==> src/rtl/swc_ob_prio_dequeue.sv <==
// Output-buffer read-side controller: strict-priority queue select,
// shared RAM fetch and valid/ack presentation of the dequeued entry.
module swc_ob_prio_dequeue #(
    parameter int g_num_prio        = 8,
    parameter int g_prio_bits       = 3,
    parameter int g_queue_addr_bits = 4,
    parameter int g_data_width      = 10
) (
    input  logic                                      clk_i,
    input  logic                                      rst_n_i,
    input  logic [g_num_prio-1:0]                     not_empty_i,
    input  logic [g_num_prio*g_queue_addr_bits-1:0]   rd_addr_i,
    output logic [g_num_prio-1:0]                     read_o,
    output logic [g_prio_bits+g_queue_addr_bits-1:0]  ram_rd_addr_o,
    input  logic [g_data_width-1:0]                   ram_rd_data_i,
    output logic [g_data_width-1:0]                   dout_o,
    output logic [g_prio_bits-1:0]                    dout_prio_o,
    output logic                                      dout_valid_o,
    input  logic                                      dout_ack_i
);

    localparam int AW = g_prio_bits + g_queue_addr_bits;

    typedef enum logic [1:0] {
        S_IDLE,
        S_READ,
        S_LATCH,
        S_VALID
    } state_t;

    state_t                         state_q, state_d;
    logic [g_prio_bits-1:0]         sel_q, sel_d;
    logic [AW-1:0]                  addr_q, addr_d;
    logic [g_data_width-1:0]        dout_q, dout_d;
    logic [g_prio_bits-1:0]         prio_q, prio_d;
    logic [g_prio_bits-1:0]         pick;
    logic [g_queue_addr_bits-1:0]   pick_addr;

    // Highest set not_empty bit wins; its read pointer travels with it.
    always_comb begin
        pick      = '0;
        pick_addr = '0;
        for (int k = 0; k < g_num_prio; k++) begin
            if (not_empty_i[k]) begin
                pick      = g_prio_bits'(k);
                pick_addr = rd_addr_i[k*g_queue_addr_bits +: g_queue_addr_bits];
            end
        end
    end

    // Next-state and output decode; flags are only sampled in IDLE.
    always_comb begin
        state_d      = state_q;
        sel_d        = sel_q;
        addr_d       = addr_q;
        dout_d       = dout_q;
        prio_d       = prio_q;
        read_o       = '0;
        dout_valid_o = 1'b0;
        unique case (state_q)
            S_IDLE: begin
                if (|not_empty_i) begin
                    sel_d   = pick;
                    addr_d  = {pick, pick_addr};
                    state_d = S_READ;
                end
            end
            S_READ: begin
                read_o[sel_q] = 1'b1;
                state_d       = S_LATCH;
            end
            S_LATCH: begin
                dout_d  = ram_rd_data_i;
                prio_d  = sel_q;
                state_d = S_VALID;
            end
            S_VALID: begin
                dout_valid_o = 1'b1;
                if (dout_ack_i) begin
                    state_d = S_IDLE;
                end
            end
            default: state_d = S_IDLE;
        endcase
    end

    // State and datapath registers, cleared asynchronously.
    always_ff @(posedge clk_i or negedge rst_n_i) begin
        if (!rst_n_i) begin
            state_q <= S_IDLE;
            sel_q   <= '0;
            addr_q  <= '0;
            dout_q  <= '0;
            prio_q  <= '0;
        end else begin
            state_q <= state_d;
            sel_q   <= sel_d;
            addr_q  <= addr_d;
            dout_q  <= dout_d;
            prio_q  <= prio_d;
        end
    end

    assign ram_rd_addr_o = addr_q;
    assign dout_o        = dout_q;
    assign dout_prio_o   = prio_q;

endmodule

==> config.mk <==
export PLATFORM = sky130hd
export DESIGN_NAME = swc_ob_prio_dequeue
export DESIGN_NICKNAME = d
export VERILOG_FILES = /design/src/rtl/swc_ob_prio_dequeue.sv
export SDC_FILE = /design/constraint.sdc
export NUM_CORES = 1
export LEC_CHECK = 0
export BUFFER_PORTS_ARGS = -buffer_cell sky130_fd_sc_hd__buf_2
export CAP_MARGIN = 10
export CORE_UTILIZATION = 41
export DETAILED_ROUTE_END_ITERATION = 16
export PLACE_DENSITY = 0.76
export SYNTH_ARGS = -nofsm -noshare
export SYNTH_HDL_FRONTEND = slang
export SYNTH_SLANG_ARGS = --single-unit
==> constraint.sdc <==
create_clock -name clk_i -period 2.05 [get_ports clk_i]
set_input_delay 0.3075 -clock clk_i [delete_from_list [all_inputs] [get_ports clk_i]]
set_output_delay 0.3075 -clock clk_i [all_outputs]
set_load 0.02 [all_outputs]
# After elaboration in Yosys (flattened, before gate mapping)
# Cells that the tools add are included.
# totals
register_bits,25
latchBits,0
mem_bits_rw,0
romBits,0
inputBits,53
elab_cells,39
n_memories,0
# op_classes
addsub,0
n_mul,0
n_div,0
order_cmp,2
eq_ne,5
shifts,0
mux,22
n_bitwise,0
n_reduce_logical,5
# ops
operator,count
4-bit two-way mux,8
3-bit two-way mux,5
8-bit two-way mux,1
2-bit case mux with 4 select lines,1
8-bit OR reduction,1
2-bit two-way mux,3
"2-bit equality test, second input constant",2
"3-bit by 4-bit less-than comparator with 1-bit output, second input constant",1
"2-bit inequality test, second input constant",2
2-bit AND reduction,2
1-bit demux with 3-bit select,1
"3-bit by 1-bit >= comparator with 1-bit output, second input constant",1
1-bit two-way mux,3
"2-bit by 1-bit equality test with 1-bit output, second input constant",1
2-bit logical NOT,1
1-bit logical AND,1

# Logic depth before layout (Yosys ltp)
# Gate-level depths: netlist of the first run.
# depth
ltp_word,8
depth_mapped,6

# Worst setup path after synthesis of the first run
# Ideal clock, no wire load.
# synth_path
kind,flip-flop to flip-flop
startpoint,register state_q[0]
endpoint,register dout_q[0] (netlist: dout_o[0])
arrival_ns,1.435
required_time_ns,1.925
setup_slack_ns,0.490
path_stages_with_launch,5
path_buffers,1
period_less_slack_ns,1.560
path_cell_list,dfrtp_1 > inv_1 > ha_1 > clkbuf_1 > mux2_2
# synth_via
elab_chain_cells,1
# synth_rtl
item,line_no,source
"start, declared",31,"state_t state_q, state_d;"
"start signal, assigned",96,state_q <= state_d;
2-bit equality test,60,unique case (state_q)
"end signal, assigned",99,dout_q <= dout_d;
"end, declared",34,"logic [g_data_width-1:0] dout_q, dout_d;"
# Every way passes these cells.
# A chain may end at the register's enable or synchronous reset.

# Worst setup path in the final report of the first run
# layout_path
startpoint,register state_q[1]
endpoint,output read_o[2]
# layout_via
elab_chain_cells,2
# layout_rtl
item,line_no,source
2-bit by 1-bit equality test with 1-bit output,60,
8-bit two-way mux,60,
"end, declared",13,"output logic [g_num_prio-1:0] read_o,"
# Every way passes these cells.

==> flow_summary_export.csv, run 1 <==
group,metric,value,unit
setup_path,cpLargestDelayFamily,"flip-flops",
floorplan,die-area,3680,sq um
setup_path,cp-startpoint,"state_q[1]",
setup_path,critical_path_arrival,1470,ps
logic_synthesis,ys_types,38,
sta,hold_violations,0,
sta,post-route-min-period,1780,ps
setup_path,cp_cell_sequence,"inv_1, ha_1, nand2_1, nor3_1, buf_2",
sta,post-route-period-util,0.869,
clock_tree,insertion_delay,290,ps
clock_tree,cts_buffers,3,
logic_synthesis,syn_area_per_cell,9.73,sq um
floorplan,fp-row-count,20,
route,routed_wl,3.14,mm
place,dp_hpwl,2.56,mm
logic_synthesis,synthesis.area,1410,sq um
grt,grtUsageTotal,0.180,
setup_path,path_buf_inv,2,
route,postRouteAntennaNets,0,
power,vdd_drop_max,0.326,mV
sta,slew_headroom,0.609,
logic_synthesis,synth_area_leader_cell,"dfrtp_1",
clock_tree,cts_setup_buffers,0,
grt,antenna_found_initial,0,
grt,grt_pass1_wl,4.95,mm
floorplan,start_util,0.448,
logic_synthesis,yosys-top-cells-count,"dfrtp_1 (22), nand2_1 (14), mux2_2 (13)",
route,wl_per_cell,11.7,um
grt,grt_pass1_vias,1147,
sta,setup_viol,0,
cells_and_area,area_growth,32.4,%
run,drv_cap,0,
clock_tree,clk_pin_slew,110,ps
power,p_per_area,1230,nW/um^2
route,vias_per_cell,4.99,
floorplan,die_h,60.7,um
clock_tree,tritoncts,"built",
logic_synthesis,netlist.area_leader.share,0.390,
route,vias,1337,
sta,setup_tns,0,ps
floorplan,coreArea,3150,sq um
logic_synthesis,synthFlopType,"dfrtp_1",
floorplan,ios,82,
setup_path,worstSetupStartpointType,"flip-flop",
hold_path,min-delay-start,"ram_rd_data_i[2]",
floorplan,fp.dieW,60.7,um
logic_synthesis,ys_ff_latch,22,
setup_path,r2r_start,"state_q[0]",
setup_path,cp_slowest_cell,"dfrtp_1",
setup_path,criticalPathCategory,"reg2out",
place,placed_cells,263,
power,p_leak,0.924,nW
logic_synthesis,yosys_warnings,0,
sta,worst_slack,269,ps
setup_path,worst-path-stages,5,
place,gp_congestion,0.737,
logic_synthesis,ys_seq_area_frac,0.390,
route,first_pass_iters,4,
clock_tree,h-tree-depth,1,
setup_path,max_stage_delay,440,ps
setup_path,cp.required,1740,ps
clock_tree,cts_buffer_depth,2,
clock_tree,post_cts_resized,0,
grt,grt_max_degree,23,
sta,clock_skew,0.968,ps
sta,max_slew.worst_pin.slew,586,ps
setup_path,crit_path_end_kind,"primary output",
setup_path,rr_worst_depth,3,
logic_synthesis,yosysMostFrequentCell,"dfrtp_1",
clock_tree,clock_sinks,22,
sta,rsz0062_at_grt,"no",
logic_synthesis,synth.area.top_cells,"dfrtp_1 (39%), mux2_2 (10%), ha_1 (4.4%)",
cells_and_area,fin_cells,268,
logic_synthesis,synth_edf_count,0,
route,drc,0,
cells_and_area,final_layout_size_suffix_gt1_frac,0.478,
setup_path,critPathMaxFanout,4,
logic_synthesis,netlist_instances,145,
place,place_ws,335,ps
run_status,status,"complete, no violations",
grt,grt_overflow,0,
cells_and_area,nets,283,
hold_path,hold_class,"in2reg",
route,drtIter0Drc,37,
sta,fmax,0.561,GHz
logic_synthesis,synthArstFlopShare,1.00,
cells_and_area,n_antenna_cell,0,
place,io_buffers,81,
hold_path,hold_depth,2,
logic_synthesis,postSynthNetCount,203,
cells_and_area,fin_util,0.592,
clock_tree,hold_buffers,1,
clock_tree,cts_root_buffer,"clkbuf_4",
sta,slew_viol_final,0,
-- stage by stage --
| step | hold slack (ps) | area, sq um | total power (W) |
|---|---|---|---|
| CTS | 221 | 1870 | 0.00234 |
| global route | 225 | 1870 | 0.00249 |
| global placement | 287 | 1820 | 0.00206 |
| finish | 234 | 1870 | 0.00230 |
| detailed placement | 293 | 1820 | 0.00211 |
| floorplan | 11.9 | 1410 | 0.00171 |
-- flip-flops by register name (all words and copies together) (netlist names) --
register,cells
ram_rd_addr_o,4
state_q,2
dout_prio_o,3
dout_o,10
sel_q,3
-- cell usage in the layout, fill, tap and decap left out, types with 3 or more instances in the layout --
cell        n
a2111oi_0   3
a21oi_1     4
a21oi_2     3
buf_2      81
clkbuf_4    3
dfrtp_1    22
ha_1        5
inv_1      10
mux2_2     13
nand2_1    14
nand2b_1    5
nand3b_1    3
nor2_1      8
nor2b_1     4
nor3_1      5
nor3b_1     4
nor4b_1     3
o211ai_1    3
o21ai_0     3
o22ai_1     3
o31ai_1     4
-- final timing paths --
check,endpoint,slack (ps)
max,read_o[2],270
min,dout_o[2],230
max reg2reg,dout_o[8],440
min reg2reg,ram_rd_addr_o[2],490
max in group asynchronous,ram_rd_addr_o[0],1260
min in group asynchronous,dout_o[5],480
-- layout make-up --
cell class                      instances  area (sq um)
Multi-Input combinational cell        105           766
Tap cell                               44          55.1
Inverter                               10          37.5
Sequential cell                        22           551
Fill cell                             289          1280
Timing Repair Buffer                   83           423
Clock buffer                            4          36.3
-- where the power goes --
group / internal, W / switching [W]
combinational: 0.000563 / 0.000709
sequential: 0.000656 / 0.000150
clock: 0.000108 / 0.000119
total: 0.00133 / 0.000978
-- worst reg2reg max path, cell delays in order, from the launching register on --
cell     delay [ps]
dfrtp_1         420
inv_1           130
ha_1            550
mux2_2          410
-- routing by layer --
metal	track usage	routed length (um)	share of wire
met4	0.0909	50	0.016
met5	0	0	0
met3	0.0213	241	0.077
met1	0.220	1420	0.45
met2	0.311	1420	0.45
-- logic make-up after synthesis --
group	share of synthesized area
AO/OA/AOI/OAI	0.165
multiplexers	0.121
AND/OR/NAND/NOR	0.212
adder cells (fa/ha/maj)	0.0443
buffers and inverters	0.0674
flip-flops	0.390
(Power assumes the default switching activity.)
==> run 2: changes to the inputs <==
BUFFER_PORTS_ARGS = not set   (was -buffer_cell sky130_fd_sc_hd__buf_2)
DONT_BUFFER_PORTS = 1   (was not set)
PLACE_DENSITY = not set   (was 0.76)
==> flow_summary_export.csv, run 2 (synthesis gave the netlist of run 1 again) <==
group,metric,value,unit
run_status,status,"complete, no violations",
sta,hold_violations,0,
setup_path,critical_path_arrival,1480,ps
grt,grt_max_degree,23,
grt,grt_pass1_vias,965,
grt,grtUsageTotal,0.156,
sta,slew_viol_final,0,
grt,grt_overflow,0,
sta,max_slew.worst_pin.slew,958,ps
floorplan,die-area,3680,sq um
sta,post-route-period-util,0.872,
floorplan,fp.dieW,60.7,um
hold_path,hold_class,"in2reg",
setup_path,cp.required,1740,ps
clock_tree,cts_buffer_depth,2,
run,drv_cap,0,
floorplan,coreArea,3150,sq um
cells_and_area,n_antenna_cell,0,
place,io_buffers,0,
clock_tree,insertion_delay,300,ps
sta,rsz0062_at_grt,"no",
sta,fmax,0.559,GHz
route,drc,0,
clock_tree,tritoncts,"built",
cells_and_area,fin_util,0.471,
setup_path,critPathMaxFanout,4,
sta,clock_skew,9.33,ps
power,vdd_drop_max,0.367,mV
floorplan,die_h,60.7,um
clock_tree,post_cts_resized,0,
cells_and_area,stdcell_area,1490,sq um
cells_and_area,final_layout_size_suffix_gt1_frac,0.188,
cells_and_area,largest_reg_flops,10,
clock_tree,clock_sinks,22,
grt,grt_pass1_wl,4.25,mm
power,p_per_area,1430,nW/um^2
sta,setup_viol,0,
power,seqPwrFrac,0.511,
cells_and_area,final_cell_mix,"dfrtp_1 (22), nand2_1 (14), mux2_2 (13)",
cells_and_area,final_common_cell,"dfrtp_1",
setup_path,worstSetupStartpointType,"flip-flop",
floorplan,fp-row-count,20,
route,routed_wl,2.94,mm
place,place_area,1420,sq um
clock_tree,cts_buffers,3,
route,first_pass_iters,4,
route,postRouteAntennaNets,0,
clock_tree,h-tree-depth,1,
sta,slew_headroom,0.359,
floorplan,start_util,0.448,
sta,post-route-min-period,1790,ps
cells_and_area,nets,203,
route,drtIter0Drc,40,
sta,setup_tns,0,ps
place,gp_congestion,0.777,
clock_tree,cts_root_buffer,"clkbuf_4",
route,wl_per_cell,15.6,um
setup_path,criticalPathCategory,"reg2out",
floorplan,ios,82,
power,p_leak,0.605,nW
place,dp_hpwl,2.34,mm
power,pwr-share-comb,0.336,
power,p_clk_frac,0.153,
power,switchingPower,0.000896,W
power,p_sw_frac,0.423,
cells_and_area,area_growth,5.32,%
route,vias,1073,
clock_tree,cts_setup_buffers,0,
setup_path,crit_path_end_kind,"primary output",
power,internal_power,0.00122,W
grt,antenna_found_initial,0,
clock_tree,clk_pin_slew,130,ps
route,vias_per_cell,5.71,
[run 2: area by class of cell]
class	count	area [sq um]
inverter	10	37.5
multi-input combinational	105	766
sequential	22	551
fill	323	1670
clock buffer	3	22.5
clock inverter	1	30.0
tap	44	55.1
timing repair buffer	3	25.0
[run 2: routing by layer]
layer  GRT usage  wire length (um)  vias to the layer above
li1            -                 -                      519
met1       0.176              1190                      484
met2       0.281              1460                       70
met3      0.0405               281                        0
met4      0.0617                 0                        0
met5           0                 0                        -
[run 2: path summary, 6_finish.rpt]
kind | start | endpoint | slack [ps] | cells after the start
worst min register to register | state_q[1] | state_q[1] | 600 | 1
worst max register to register | state_q[0] | dout_o[5] | 440 | 3
max in group asynchronous | rst_n_i | dout_prio_o[2] | 870 | 1
min in group asynchronous | rst_n_i | sel_q[1] | 590 | 1
worst min-delay path | not_empty_i[7] | sel_q[0] | 140 | 1
worst max-delay path | state_q[1] | read_o[3] | 260 | 4
[run 2: through the flow]
step           std cells  setup WS (ps)  hold WS, ps  power [W]
2_1_floorplan        145            490         11.9    0.00171
3_3_place_gp         183            432         12.3    0.00178
3_5_place_dp         183            409         12.3    0.00181
4_1_cts              188            231          131    0.00215
5_1_grt              188            135          111    0.00227
6_report             188            262          144    0.00212
[run 2: timing repair]
item | 4_1_cts | 5_1_grt
hold endpoints to repair | 22 | 0
hold buffers | 1 | 0
setup endpoints to repair | 0 | 0
[run 2: power by group through the flow]
stage               combinational [W]  clock, W  sequential (W)
finish                       0.000713  0.000323         0.00108
CTS                          0.000727  0.000336         0.00109
global route                 0.000783  0.000360         0.00113
global placement             0.000689         0         0.00109
detailed placement           0.000715         0         0.00110
floorplan                    0.000665         0         0.00104
[run 2: critical path, cell delays in order (launching register included)]
cell,delay (ps)
dfrtp_1,430
inv_1,110
ha_1,180
nand2_1,110
nor2_1,350
==> run 3: changes to the inputs <==
CORE_MARGIN = 3   (was not set)
==> flow_summary_export.csv, run 3 (synthesis gave the netlist of run 1 again) <==
group,metric,value,unit
grt,grt_pass1_wl,4.73,mm
cells_and_area,fin_util,0.461,
run_status,status,"complete, no violations",
floorplan,ios,82,
power,vdd_drop_max,0.346,mV
setup_path,r2r_start,"state_q[0]",
route,postRouteAntennaNets,0,
clock_tree,h-tree-depth,1,
route,drc,0,
setup_path,criticalPathCategory,"reg2out",
place,io_buffers,0,
clock_tree,clock_sinks,22,
hold_path,min_to,"sel_q[0]",
floorplan,die_h,64.7,um
setup_path,rr_worst_depth,4,
floorplan,fp.dieW,64.7,um
place,gp_congestion,0.759,
place,placed_cells,184,
power,seqPwrFrac,0.546,
sta,slew_headroom,0.367,
clock_tree,cts_root_buffer,"clkbuf_4",
setup_path,worstSetupStartpointType,"flip-flop",
hold_path,hold_class,"in2reg",
route,routed_wl,3.01,mm
cells_and_area,largest_reg_flops,10,
clock_tree,clk_pin_slew,110,ps
power,p_per_area,1360,nW/um^2
setup_path,timing.rr.end,"state_q[1]",
power,pwr-share-comb,0.363,
grt,grt_overflow,0,
sta,max_slew.worst_pin.slew,946,ps
setup_path,cp.required,1740,ps
sta,post-route-period-util,0.877,
sta,fmax,0.556,GHz
sta,post-route-min-period,1800,ps
sta,worst_slack,252,ps
clock_tree,tritoncts,"built",
power,p_clk_frac,0.091,
cells_and_area,n_antenna_cell,0,
route,wl_per_cell,16.0,um
route,vias,1084,
clock_tree,cts_buffers,3,
clock_tree,insertion_delay,290,ps
floorplan,die-area,4180,sq um
grt,grtUsageTotal,0.144,
setup_path,r2r_slack,560,ps
cells_and_area,final_common_cell,"dfrtp_1",
power,p_leak,0.596,nW
cells_and_area,nets,204,
grt,grt_pass1_vias,1057,
run,drv_cap,0,
floorplan,start_util,0.444,
place,dp_hpwl,2.48,mm
sta,rsz0062_at_grt,"no",
place,place_ws,392,ps
cells_and_area,final_layout_size_suffix_gt1_frac,0.188,
grt,antenna_found_initial,0,
route,drtIter0Drc,41,
sta,setup_tns,0,ps
sta,hold_violations,0,
power,p_sw_frac,0.448,
cells_and_area,fin_cells,188,
setup_path,critPathMaxFanout,4,
setup_path,critical_path_arrival,1490,ps
cells_and_area,area_growth,3.72,%
grt,grt_max_degree,23,
route,vias_per_cell,5.77,
sta,setup_viol,0,
power,internal_power,0.00110,W
cells_and_area,final_cell_mix,"dfrtp_1 (22), nand2_1 (14), mux2_2 (13)",
clock_tree,cts_buffer_depth,2,
route,first_pass_iters,4,
power,switchingPower,0.000894,W
place,place_area,1430,sq um
floorplan,coreArea,3180,sq um
cells_and_area,stdcell_area,1460,sq um
hold_path,hold_depth,1,
setup_path,crit_path_end_kind,"primary output",
floorplan,fp-row-count,20,
sta,clock_skew,4.00,ps
sta,slew_viol_final,0,
hold_path,min-delay-start,"not_empty_i[7]",
run 3: critical path, cell delays in order, from the launching register on:
cell and delay [ps]:
dfrtp_1 430, inv_1 110, ha_1 170, nand2_1 110
nor2_1 380
run 3: cell type report:
class | count | area (sq um)
inverters | 10 | 37.5
fillers | 320 | 1710
flip-flops and latches | 22 | 551
well taps | 44 | 55.1
multi-input cells | 105 | 766
repair buffers | 4 | 32.5
clock buffers | 3 | 22.5
run 3: worst max path at each step:
stage | start | to | slack, ps | depth (start not counted)
2_1_floorplan | state_q[0] | dout_o[0] | 490 | 4
3_3_place_gp | not_empty_i[4] | ram_rd_addr_o[0] | 430 | 4
3_5_place_dp | not_empty_i[4] | ram_rd_addr_o[0] | 390 | 4
4_1_cts | state_q[1] | read_o[7] | 230 | 4
5_1_grt | state_q[1] | read_o[7] | 140 | 4
6_report | state_q[1] | read_o[7] | 250 | 4
run 3: layer usage:
layer | global-route usage | share of wire | vias up
li1 | - | - | 519
met1 | 0.159 | 0.40 | 485
met2 | 0.254 | 0.48 | 78
met3 | 0.0364 | 0.11 | 2
met4 | 0.0712 | 0.0096 | 0
met5 | 0 | 0 | -
run 3: through the flow:
stage          hold slack, ps  total power [W]
2_1_floorplan            11.9          0.00171
3_3_place_gp             12.4          0.00180
3_5_place_dp             12.4          0.00183
4_1_cts                   143          0.00203
5_1_grt                   131          0.00215
6_report                  159          0.00199
run 3: power by group through the flow:
stage	Combinational, W	Sequential (W)	Clock, W
6_report	0.000724	0.00109	0.000181
4_1_cts	0.000738	0.00110	0.000194
3_3_place_gp	0.000702	0.00110	0
2_1_floorplan	0.000665	0.00104	0
3_5_place_dp	0.000727	0.00111	0
5_1_grt	0.000814	0.00112	0.000215
run 3: repair_timing:
item / in CTS / in global routing
hold buffers: 1 / 0
gates resized for setup: 0 / 0
endpoints found under the hold margin: 22 / 0
setup buffers: 0 / 0
